## src/rtl/toast_id_issue.sv

```systemverilog
// Decode-to-execute issue register: valid/ready handshake with a 2-entry skid buffer
// (output slot O, skid slot S), load-use bubble insertion and a saturating bubble counter.
module toast_id_issue #(
    parameter int unsigned XLEN               = 32,
    parameter int unsigned REGFILE_ADDR_WIDTH = 5,
    parameter int unsigned CTRL_WIDTH         = 24,
    parameter bit          LOAD_USE_CHECK     = 1'b1,
    parameter int unsigned CNT_WIDTH          = 16
) (
    input  logic                          clk_i,
    input  logic                          resetn_i,
    input  logic                          flush_i,
    input  logic                          in_valid_i,
    output logic                          in_ready_o,
    input  logic [XLEN-1:0]               in_pc_i,
    input  logic [XLEN-1:0]               in_imm_i,
    input  logic [CTRL_WIDTH-1:0]         in_ctrl_i,
    input  logic [REGFILE_ADDR_WIDTH-1:0] in_rs1_addr_i,
    input  logic [REGFILE_ADDR_WIDTH-1:0] in_rs2_addr_i,
    input  logic [REGFILE_ADDR_WIDTH-1:0] in_rd_addr_i,
    input  logic                          in_use_rs1_i,
    input  logic                          in_use_rs2_i,
    input  logic                          in_rd_wr_en_i,
    input  logic                          in_mem_rd_en_i,
    output logic                          out_valid_o,
    input  logic                          out_ready_i,
    output logic [XLEN-1:0]               out_pc_o,
    output logic [XLEN-1:0]               out_imm_o,
    output logic [CTRL_WIDTH-1:0]         out_ctrl_o,
    output logic [REGFILE_ADDR_WIDTH-1:0] out_rs1_addr_o,
    output logic [REGFILE_ADDR_WIDTH-1:0] out_rs2_addr_o,
    output logic [REGFILE_ADDR_WIDTH-1:0] out_rd_addr_o,
    output logic                          out_use_rs1_o,
    output logic                          out_use_rs2_o,
    output logic                          out_rd_wr_en_o,
    output logic                          out_mem_rd_en_o,
    output logic [CNT_WIDTH-1:0]          bubble_count_o
);

    localparam int unsigned RA = REGFILE_ADDR_WIDTH;
    localparam int unsigned PW = 2 * XLEN + CTRL_WIDTH + 3 * RA + 4;

    logic [PW-1:0]        in_pl;
    logic [PW-1:0]        o_q, o_d, s_q, s_d;
    logic                 o_valid_q, o_valid_d;
    logic                 s_valid_q, s_valid_d;
    logic                 haz_valid_q, haz_valid_d;
    logic [RA-1:0]        haz_rd_q, haz_rd_d;
    logic [CNT_WIDTH-1:0] bubble_q, bubble_d;

    logic in_fire, out_fire, o_free, hazard;

    assign in_pl = {in_pc_i, in_imm_i, in_ctrl_i, in_rs1_addr_i, in_rs2_addr_i, in_rd_addr_i,
                    in_use_rs1_i, in_use_rs2_i, in_rd_wr_en_i, in_mem_rd_en_i};

    assign {out_pc_o, out_imm_o, out_ctrl_o, out_rs1_addr_o, out_rs2_addr_o, out_rd_addr_o,
            out_use_rs1_o, out_use_rs2_o, out_rd_wr_en_o, out_mem_rd_en_o} = o_q;

    // Consumer in O reads the register a just-issued load is still fetching.
    assign hazard = haz_valid_q & o_valid_q &
                    ((out_use_rs1_o & (out_rs1_addr_o == haz_rd_q)) |
                     (out_use_rs2_o & (out_rs2_addr_o == haz_rd_q)));

    assign in_ready_o     = ~s_valid_q;
    assign out_valid_o    = o_valid_q & ~hazard;
    assign in_fire        = in_valid_i & in_ready_o;
    assign out_fire       = out_valid_o & out_ready_i;
    assign o_free         = ~o_valid_q | out_fire;
    assign bubble_count_o = bubble_q;

    always_comb begin
        o_d         = o_q;
        s_d         = s_q;
        o_valid_d   = o_valid_q;
        s_valid_d   = s_valid_q;
        haz_valid_d = haz_valid_q;
        haz_rd_d    = haz_rd_q;
        bubble_d    = bubble_q;

        if (o_free) begin
            if (s_valid_q) begin
                o_d       = s_q;
                o_valid_d = 1'b1;
                s_valid_d = 1'b0;
            end else if (in_fire) begin
                o_d       = in_pl;
                o_valid_d = 1'b1;
            end else begin
                o_valid_d = 1'b0;
            end
        end else if (in_fire) begin
            s_d       = in_pl;
            s_valid_d = 1'b1;
        end

        if (LOAD_USE_CHECK && out_fire && out_mem_rd_en_o && out_rd_wr_en_o &&
            (out_rd_addr_o != '0)) begin
            haz_valid_d = 1'b1;
            haz_rd_d    = out_rd_addr_o;
        end else if (out_ready_i) begin
            haz_valid_d = 1'b0;
        end

        if (hazard && out_ready_i && (bubble_q != {CNT_WIDTH{1'b1}})) begin
            bubble_d = bubble_q + CNT_WIDTH'(1);
        end

        // Payloads may still load; only the valids are dropped.
        if (flush_i) begin
            o_valid_d   = 1'b0;
            s_valid_d   = 1'b0;
            haz_valid_d = 1'b0;
        end
    end

    always_ff @(posedge clk_i or negedge resetn_i) begin
        if (!resetn_i) begin
            o_q         <= '0;
            s_q         <= '0;
            o_valid_q   <= 1'b0;
            s_valid_q   <= 1'b0;
            haz_valid_q <= 1'b0;
            haz_rd_q    <= '0;
            bubble_q    <= '0;
        end else begin
            o_q         <= o_d;
            s_q         <= s_d;
            o_valid_q   <= o_valid_d;
            s_valid_q   <= s_valid_d;
            haz_valid_q <= haz_valid_d;
            haz_rd_q    <= haz_rd_d;
            bubble_q    <= bubble_d;
        end
    end

endmodule

```

## config.mk

```make
export PLATFORM = sky130hd
export DESIGN_NAME = toast_id_issue
export DESIGN_NICKNAME = d
export VERILOG_FILES = /design/src/rtl/toast_id_issue.sv
export SDC_FILE = /design/constraint.sdc
export NUM_CORES = 1
export LEC_CHECK = 0
export BUFFER_PORTS_ARGS = -buffer_cell sky130_fd_sc_hd__buf_4
export CAP_MARGIN = 0
export CORE_ASPECT_RATIO = 0.5
export CORE_MARGIN = 4
export CORE_UTILIZATION = 54
export DETAILED_ROUTE_END_ITERATION = 6
export PLACE_DENSITY = 0.85
export REMOVE_ABC_BUFFERS = 1
export SLEW_MARGIN = 20
export SYNTH_ARGS = -nofsm -noshare
export SYNTH_HDL_FRONTEND = slang
export SYNTH_SLANG_ARGS = --single-unit
```

## constraint.sdc

```tcl
create_clock -name clk_i -period 3.3 [get_ports clk_i]
set_clock_uncertainty 0.2 [all_clocks]
set_input_delay 0.66 -clock clk_i [delete_from_list [all_inputs] [get_ports clk_i]]
set_output_delay 0.66 -clock clk_i [all_outputs]
set_load 0.05 [all_outputs]
```

Yosys cells after proc, flatten, opt, wreduce, memory -nomap -nowiden
Cells that the tools add are included.
W data, S select, Z words.
Word-level totals
  flip-flop bits (word level): 238
  output and inout bits: 125
Cells by class
  add/sub/neg operators: 1
  equal/unequal tests: 3
  muxes and demuxes: 12
  bitwise gates (word level): 13
  reductions and logical operators: 12
Operator list (count)
  $mux W107: 2
  $add A16 B1 Y16 const B: 1
  $ne A16 B16 Y1 const B: 1
  $eq A5 B5 Y1: 2
  $mux W1: 10
  $and A1 B1 Y1: 7
  $reduce_bool A3 Y1: 2
  $logic_and A1 B1 Y1: 5
  $reduce_bool A5 Y1: 1
  $not A1 Y1: 4
  $reduce_and A2 Y1: 2
  $reduce_bool A2 Y1: 2
  $or A1 B1 Y1: 2

Depth between registers and ports, before layout
Gate-level depths: netlist of run 1.
  word-level depth: 12
  mapped depth: 9
  depth with buffers taken out: 7

Worst setup path after synthesis of run 1
No wires, ideal clock.
  path kind: reg2out
  start: reg o_q[11]
  end: out out_valid_o
  data arrival time: 1.972 ns
  required time: 2.440 ns
  slack: 0.468 ns
  cell stages (with the launch flop): 7
  buffers on the path: 1
  cells stage by stage: dfrtp_1 xor2_1 nor4_1 nand4_1 nand2_1 clkbuf_1 nor2_1
Between the ends
  longest elaborated chain between the ends: 6
RTL lines
  start: declaration: line 44  | logic [PW-1:0] o_q, o_d, s_q, s_d;
  start signal: assignment: line 118  | o_q <= '0;
  start signal: assignment: line 126  | o_q <= o_d;
  $eq A5 B5 Y1: line 62  | (out_use_rs2_o & (out_rs2_addr_o == haz_rd_q)));
  $and A1 B1 Y1: line 62
  $or A1 B1 Y1: line 61  | ((out_use_rs1_o & (out_rs1_addr_o == haz_rd_q)) |
  $and A1 B1 Y1: line 60  | assign hazard = haz_valid_q & o_valid_q &
  $not A1 Y1: line 65  | assign out_valid_o = o_valid_q & ~hazard;
  $and A1 B1 Y1: line 65
  end: declaration: line 25  | output logic out_valid_o,
No other way between the ends.

Final worst setup path of run 1
  start: reg haz_rd_q[2]
  end: out out_valid_o
Between the ends
  longest elaborated chain between the ends: 6
RTL lines
  start: declaration: line 48  | logic [RA-1:0] haz_rd_q, haz_rd_d;
  start signal: assignment: line 131  | haz_rd_q <= haz_rd_d;
  $eq A5 B5 Y1 (on tied branches): line 61, 62
  $and A1 B1 Y1 (on tied branches): line 61, 62
  $or A1 B1 Y1 *: line 61
  $and A1 B1 Y1 *: line 60
  $not A1 Y1 *: line 65
  $and A1 B1 Y1 *: line 65
Mark *: on every way between the ends. The rest lies on a longest branch, timed or not.

==> impl_results.md, run 1 <==
* Outcome: finished, final reports clean
* # DRC at 0
* Final Core Density at 71.0%
* Clock Latency Late Sink at about 0.5 ns
* EDFF count, synth at 0
* Setup WS post-layout at 0.267 ns
* Count of cell types in the netlist at 28
* Via Count at between 6k and 7k
* Async SR Flop Fraction at 100%
* ANT nets after route at 0
* Largest cells by area after synthesis: dfrtp_1 57%, mux2_2 32%, mux2_1 3.2%, xnor2_1 1.3%, nand4_1 0.84%
* Worst Path Required at 2.44 ns
* Synth Cell Area at 10,500 um^2
* Vias in the first global route at 7,140
* Largest net degree at the start of global routing at 93
* Antenna violations before repair at 0
* Via-to-Cell Ratio at 5.37
* Grt total ovfl at 0
* Fillers at 1,291
* Part of the power in registers at 45.0%
* Storage element area at slightly below 6000 um^2
* Maximum vdd drop at around 490 uV
* Worst setup SP type: register
* Sequential-to-total area share from yosys stat at 56.9%
* Top-area cell type share of the netlist area at a little under three fifths
* Multi-input logic area at 4260 um^2
* Resize count post-CTS at 0
* H-tree depth at 1
* Beginning of the worst register-to-register path: haz_rd_q[2]$_DFFE_PN0P_
* WL/cell at 19.0 um
* Setup crit end kind: output port
* RD Place Congestion at just under 0.8
* CTS Root Cell: clkbuf_16
* Synth Flop Type: dfrtp_1
* P_sw at 2.55 mW
* Setup violators final at 0
* Clock sinks at 238
* Die ar. at 21,800 um^2
* Syn Inst Count at 694
* Final nets at 1,044
* Synth area leader: dfrtp_1
* Worst-margin pin slew at 0.731 ns
* Fin crit period at 3.03 ns
* ANT cells at 0
* Critical hold path startpoint: flush_i
* Initial DRC Count at 228
* CTS clk-pin slew, worst paths at about 0.060 ns
* Syn_area_per_cell at approximately 15 um^2
* Area Growth Syn to Fin at 26.7%
* Crit Path Class: reg2out
* Clock network fraction of total power at 31.2%
* Flops & latches, synth at 238
* Power density over cell area at 634 nW/um^2
* CTS tree: yes
* Hold_ws at 0.124 ns
* Drt first pass iters at 6
* Ys Warns at 0
* Max-slew violation count at 0
* Period utilization at 91.9%
* Worst Path Arrival at 2.17 ns
* Ports at 237
* Count leader, synth: mux2_2
* Final hold vios at 0
* Initial core utilization at 56.0%
* Combinational power share at 23.8%
* CP Max Fanout at 13
* Layout cells sized above 1 at 61.9%
* Aggregate global-route resource usage at 20.5%
* Sw Share at between 30% and 40%
* RSZ-0062 raised after global routing: false
* Cts bufs inserted at 22
* Die W at 205 um
* Max-Cap Viols at 0
* Pleak at 5.93 nW
* Max-slew headroom at 51.2%
* Bufs on Longest Clock Path at 3
* Commonest cells in the netlist: 297 x mux2_2, 238 x dfrtp_1, 30 x mux2_1
* First-pass GRT wire length at around 37 mm
* I/O Buffers at about 240
* Setup Slack @ Placement at 0.695 ns
* Row Count at 35
* DP HPWL at 15.7 mm
* DRT Wirelength at 22.9 mm
* Worst hold-check path type: in2reg
* Max Fclk at 0.330 GHz
* Placeable Area at 18,700 um^2
* Critical path startpoint: haz_rd_q[2]$_DFFE_PN0P_
* Die height at ~110 um
* Cell Int Power at a little under 6 mW
==> critical path: stages, from the launching register on <==
cell	delay [ns]
dfrtp_1	0.42
xor2_1	0.17
nor4_1	0.32
nand4_1	0.20
nand2_1	0.11
buf_4	0.19
nor2_1	0.07
buf_4	0.19
==> kinds of logic (layout without fill, tap and decap cells) <==
family / after synthesis / after routing / synth area share (%)
AOI/OAI and AO/OA: 4 / 4 / 0.251
xor gates and xnor gates: 25 / 25 / 2.09
adders and majority gates: 1 / 1 / 0.119
buffers and inverters: 41 / 294 / 2.53
DFF: 238 / 238 / 56.9
muxes: 327 / 327 / 35.2
and+or+nand+nor: 58 / 58 / 2.96
==> routing by layer <==
| metal | vias to the layer above | wire [um] | GRT usage [%] |
|---|---|---|---|
| li1 | 2972 | - | - |
| met1 | 3335 | 9630 | 25.7 |
| met2 | 130 | 11900 | 37.7 |
| met3 | 42 | 816 | 3.08 |
| met4 | 0 | 545 | 5.21 |
| met5 | - | 0 | 0 |
==> final timing paths <==
check                                        endpoint  slack [ns]  cells after the start
worst max-delay path                      out_valid_o        0.27                      7
worst min-delay path            o_valid_q$_DFFE_PN0N_        0.12                      2
worst max register to register    s_q[29]$_DFFE_PN0P_        0.66                      7
worst min register to register    s_q[85]$_DFFE_PN0P_        0.28                      1
max in group asynchronous         o_q[97]$_DFFE_PN0P_        1.58                      3
min in group asynchronous         s_q[20]$_DFFE_PN0P_        0.54                      2
==> power by group through the flow <==
| stage | Clock, mW | Combinational (mW) | Sequential (mW) |
|---|---|---|---|
| floorplan | 0 | 0.701 | 4.41 |
| global placement | 0 | 1.97 | 3.79 |
| detailed placement | 0 | 2.02 | 3.83 |
| CTS | 2.67 | 2.02 | 3.78 |
| global route | 2.81 | 2.11 | 3.84 |
| finish | 2.63 | 2.00 | 3.78 |
==> sequential cells by signal, summed over array words and instances, names as in the netlist <==
register,flops
o_q,107
s_q,107
bubble_count_o,16
haz_rd_q,5
haz_valid_q,1
o_valid_q,1
s_valid_q,1
==> per-stage QoR <==
step                setup TNS (ns)  instances  total power [mW]  instance area [um^2]
finish                           0       1206              8.41                 13300
global route                     0       1206              8.77                 13300
CTS                              0       1206              8.47                 13300
detailed placement               0       1165              5.85                 12500
global placement                 0       1165              5.75                 12500
floorplan                  -631.51        657              5.11                 10200
==> timing repair <==
item | in CTS | in global routing
buffers inserted | 0 | 0
hold buffers | 1 | 0
endpoints found under the setup margin | 0 | 0
hold endpoints to repair | 32 | 0
==> layout by cell type, fill, tap and decap left out, drive strengths merged, types with 4 or more instances in the layout <==
master	n
nand2	9
and3	4
mux2	327
nor2	12
xnor2	15
clkbuf	31
nand3	8
xor2	10
buf	249
clkinv	5
inv	5
nand4	14
dfrtp	238
==> cell type report <==
class / instances / share of cell area [%]
Timing Repair Buffer: 250 / 14.8
Multi-Input combinational cell: 415 / 32.1
Clock buffer: 31 / 4.87
Sequential cell: 238 / 44.9
Tap cell: 259 / 2.44
Clock inverter: 9 / 0.764
Inverter: 4 / 0.113
No activity file was read; power rests on OpenSTA's default activity.
==> run 2, diff against run 1 <==
CORE_UTILIZATION = 55   (was 54)
PLACE_DENSITY = 0.86   (was 0.85)
clock period = 3.5 ns   (was 3.3 ns; I/O delays follow)
==> impl_results.md, run 2 (synthesis results as in run 1) <==
* Outcome: finished, final reports clean
* Max Fclk at between 0.3 and 0.4 GHz
* H-tree depth at 1
* Clock sinks at 238
* Cts bufs inserted at 22
* Vias in the first global route at 7,003
* CP max stage delay at 0.41 ns
* Worst Path Arrival at approximately 2.2 ns
* First-pass GRT wire length at 37.4 mm
* Max-slew violation count at 0
* Setup crit end kind: output port
* Resize count post-CTS at 0
* Via-to-Cell Ratio at 5.36
* I/O Buffers at roughly 240
* Hold_ws at 0.165 ns
* Setup violators final at 0
* DR WL met3 at a little under 800 um
* Aggregate global-route resource usage at 21.2%
* Reg2reg end: s_q[53]$_DFFE_PN0P_
* Worst Path Required at 2.60 ns
* Ports at 237
* Setup Slack @ Placement at 0.755 ns
* Commonest non-fill, non-tap cells in the layout: 297 x mux2_2, 240 x buf_4, 237 x dfrtp_1, 30 x mux2_1, 23 x clkbuf_16
* Die height at between 100 and 150 um
* Register-to-Register Path Depth at 7
* Slowest CP cell: dfrtp_1
* Critical hold path startpoint: flush_i
* CTS tree: yes
* Largest net degree at the start of global routing at between 80 and 90
* R2R setup slack at 0.73 ns
* # DRC at 0
* Fillers at 1,271
* WL met1 at 9.75 mm
* Drt first pass iters at 4
* DP HPWL at 15.7 mm
* Setup WS post-layout at 0.378 ns
* Placeable Area at 18,500 um^2
* Grt total ovfl at 0
* Power density over cell area at 589 nW/um^2
* Maximum vdd drop at 392 uV
* Layout cells sized above 1 at 61.2%
* Initial DRC Count at 180
* Max-Cap Viols at 0
* CP delay by family, top: simple AND/OR/NAND/NOR gates
* Pleak at 5.88 nW
* Post-CTS Setup Bufs at 0
* Max-slew headroom at 57.1%
* Total Power at a little under 8 mW
* Hold path endpoint: o_valid_q$_DFFE_PN0N_
* Clock Latency Late Sink at ~0.5 ns
* Period utilization at 89.2%
* CTS clk-pin slew, worst paths at 0.06 ns
* CTS Hold Bufs at 0
* Setup TNS Final at 0 ns
* RD Place Congestion at about 0.78
* RSZ-0062 raised after global routing: false
* Via Count at 6,452
* Cell Count, Final, Fillers Out at approximately 1.2k
* Hold Path Depth at 2
* CTS Root Cell: clkbuf_16
* Worst hold-check path type: in2reg
* Commonest non-fill, non-tap cell in the layout: mux2_2
* Initial core utilization at 56.5%
* Final nets at 1,041
* Beginning of the worst register-to-register path: haz_rd_q[2]$_DFFE_PN0P_
* Die W at 203 um
* Top sig layer: met4
* Worst setup SP type: register
* Crit Path Class: reg2out
* DRT Wirelength at 22.9 mm
* Row Count at 35
* Area Growth Syn to Fin at 25.9%
* Die ar. at around 21,000 um^2
* Bufs on Longest Clock Path at 3
* Crit-path cells: xor2_1 -> nor4_1 -> nand4_1 -> nand2_1 -> nor2_1 -> buf_4
* Bufs and invs on worst path at 1
* Fin crit period at 3.12 ns
* ANT nets after route at 0
* Met2 wire length at approximately 12 mm
* WL/cell at 19.1 um
* Placed Instances at 1,162
* Worst-margin pin slew at 0.641 ns
* Antenna violations before repair at 0
* CP Max Fanout at 13
* Final hold vios at 0
* ANT cells at 0
## run 2: cell count changes in the layout (fill, tap and decap cells not counted)
cell        change
clkinv_2        -2
buf_4           -2
inv_6           -1
buf_12          -1
bufinv_16       -2
clkinvlp_4      -1
clkbuf_1        +5
clkbuf_8        +1
## run 2: worst max path at each step
stage          depth (start not counted)  slack (ns)               startpoint             endpoint
6_report                               6        0.38  haz_rd_q[2]$_DFFE_PN0P_          out_valid_o
3_3_place_gp                           7        0.76  haz_rd_q[2]$_DFFE_PN0P_  s_q[30]$_DFFE_PN0P_
4_1_cts                                6        0.35  haz_rd_q[2]$_DFFE_PN0P_          out_valid_o
5_1_grt                                6        0.21  haz_rd_q[2]$_DFFE_PN0P_          out_valid_o
2_1_floorplan                          3       -3.06    s_valid_q$_DFFE_PN0P_   o_q[0]$_DFFE_PN0P_
3_5_place_dp                           7        0.75  haz_rd_q[2]$_DFFE_PN0P_  s_q[48]$_DFFE_PN0P_
## run 2: per-stage QoR
| step | instance area [um^2] | utilization, % |
|---|---|---|
| after global placement | 12500 | 67.3 |
| after global routing | 13200 | 71.1 |
| final | 13200 | 71.1 |
| after CTS | 13200 | 71.1 |
| after floorplan | 10200 | - |
| after detailed placement | 12500 | 67.3 |
## run 2: final cells by class
class | count | area, um^2 | share of cell area, %
tap | 259 | 324 | 2.46
sequential | 238 | 5960 | 45.2
inverter | 4 | 15.0 | 0.114
multi-input combinational | 415 | 4260 | 32.3
clock inverter | 3 | 15.0 | 0.114
timing repair buffer | 247 | 1930 | 14.6
clock buffer | 37 | 678 | 5.15
## run 2: metal layers
layer,GRT usage (%),up-vias
li1,-,2952
met1,27.4,3343
met2,38.3,119
met3,3.35,38
met4,4.81,0
met5,0,-
## run 2: power by group
part	leakage [nW]	total (mW)	internal, mW	switching [mW]
clock	0.342	2.30	1.32	0.986
combinational	2.68	1.89	0.814	1.07
sequential	2.86	3.57	3.26	0.307
total	5.88	7.76	5.39	2.37
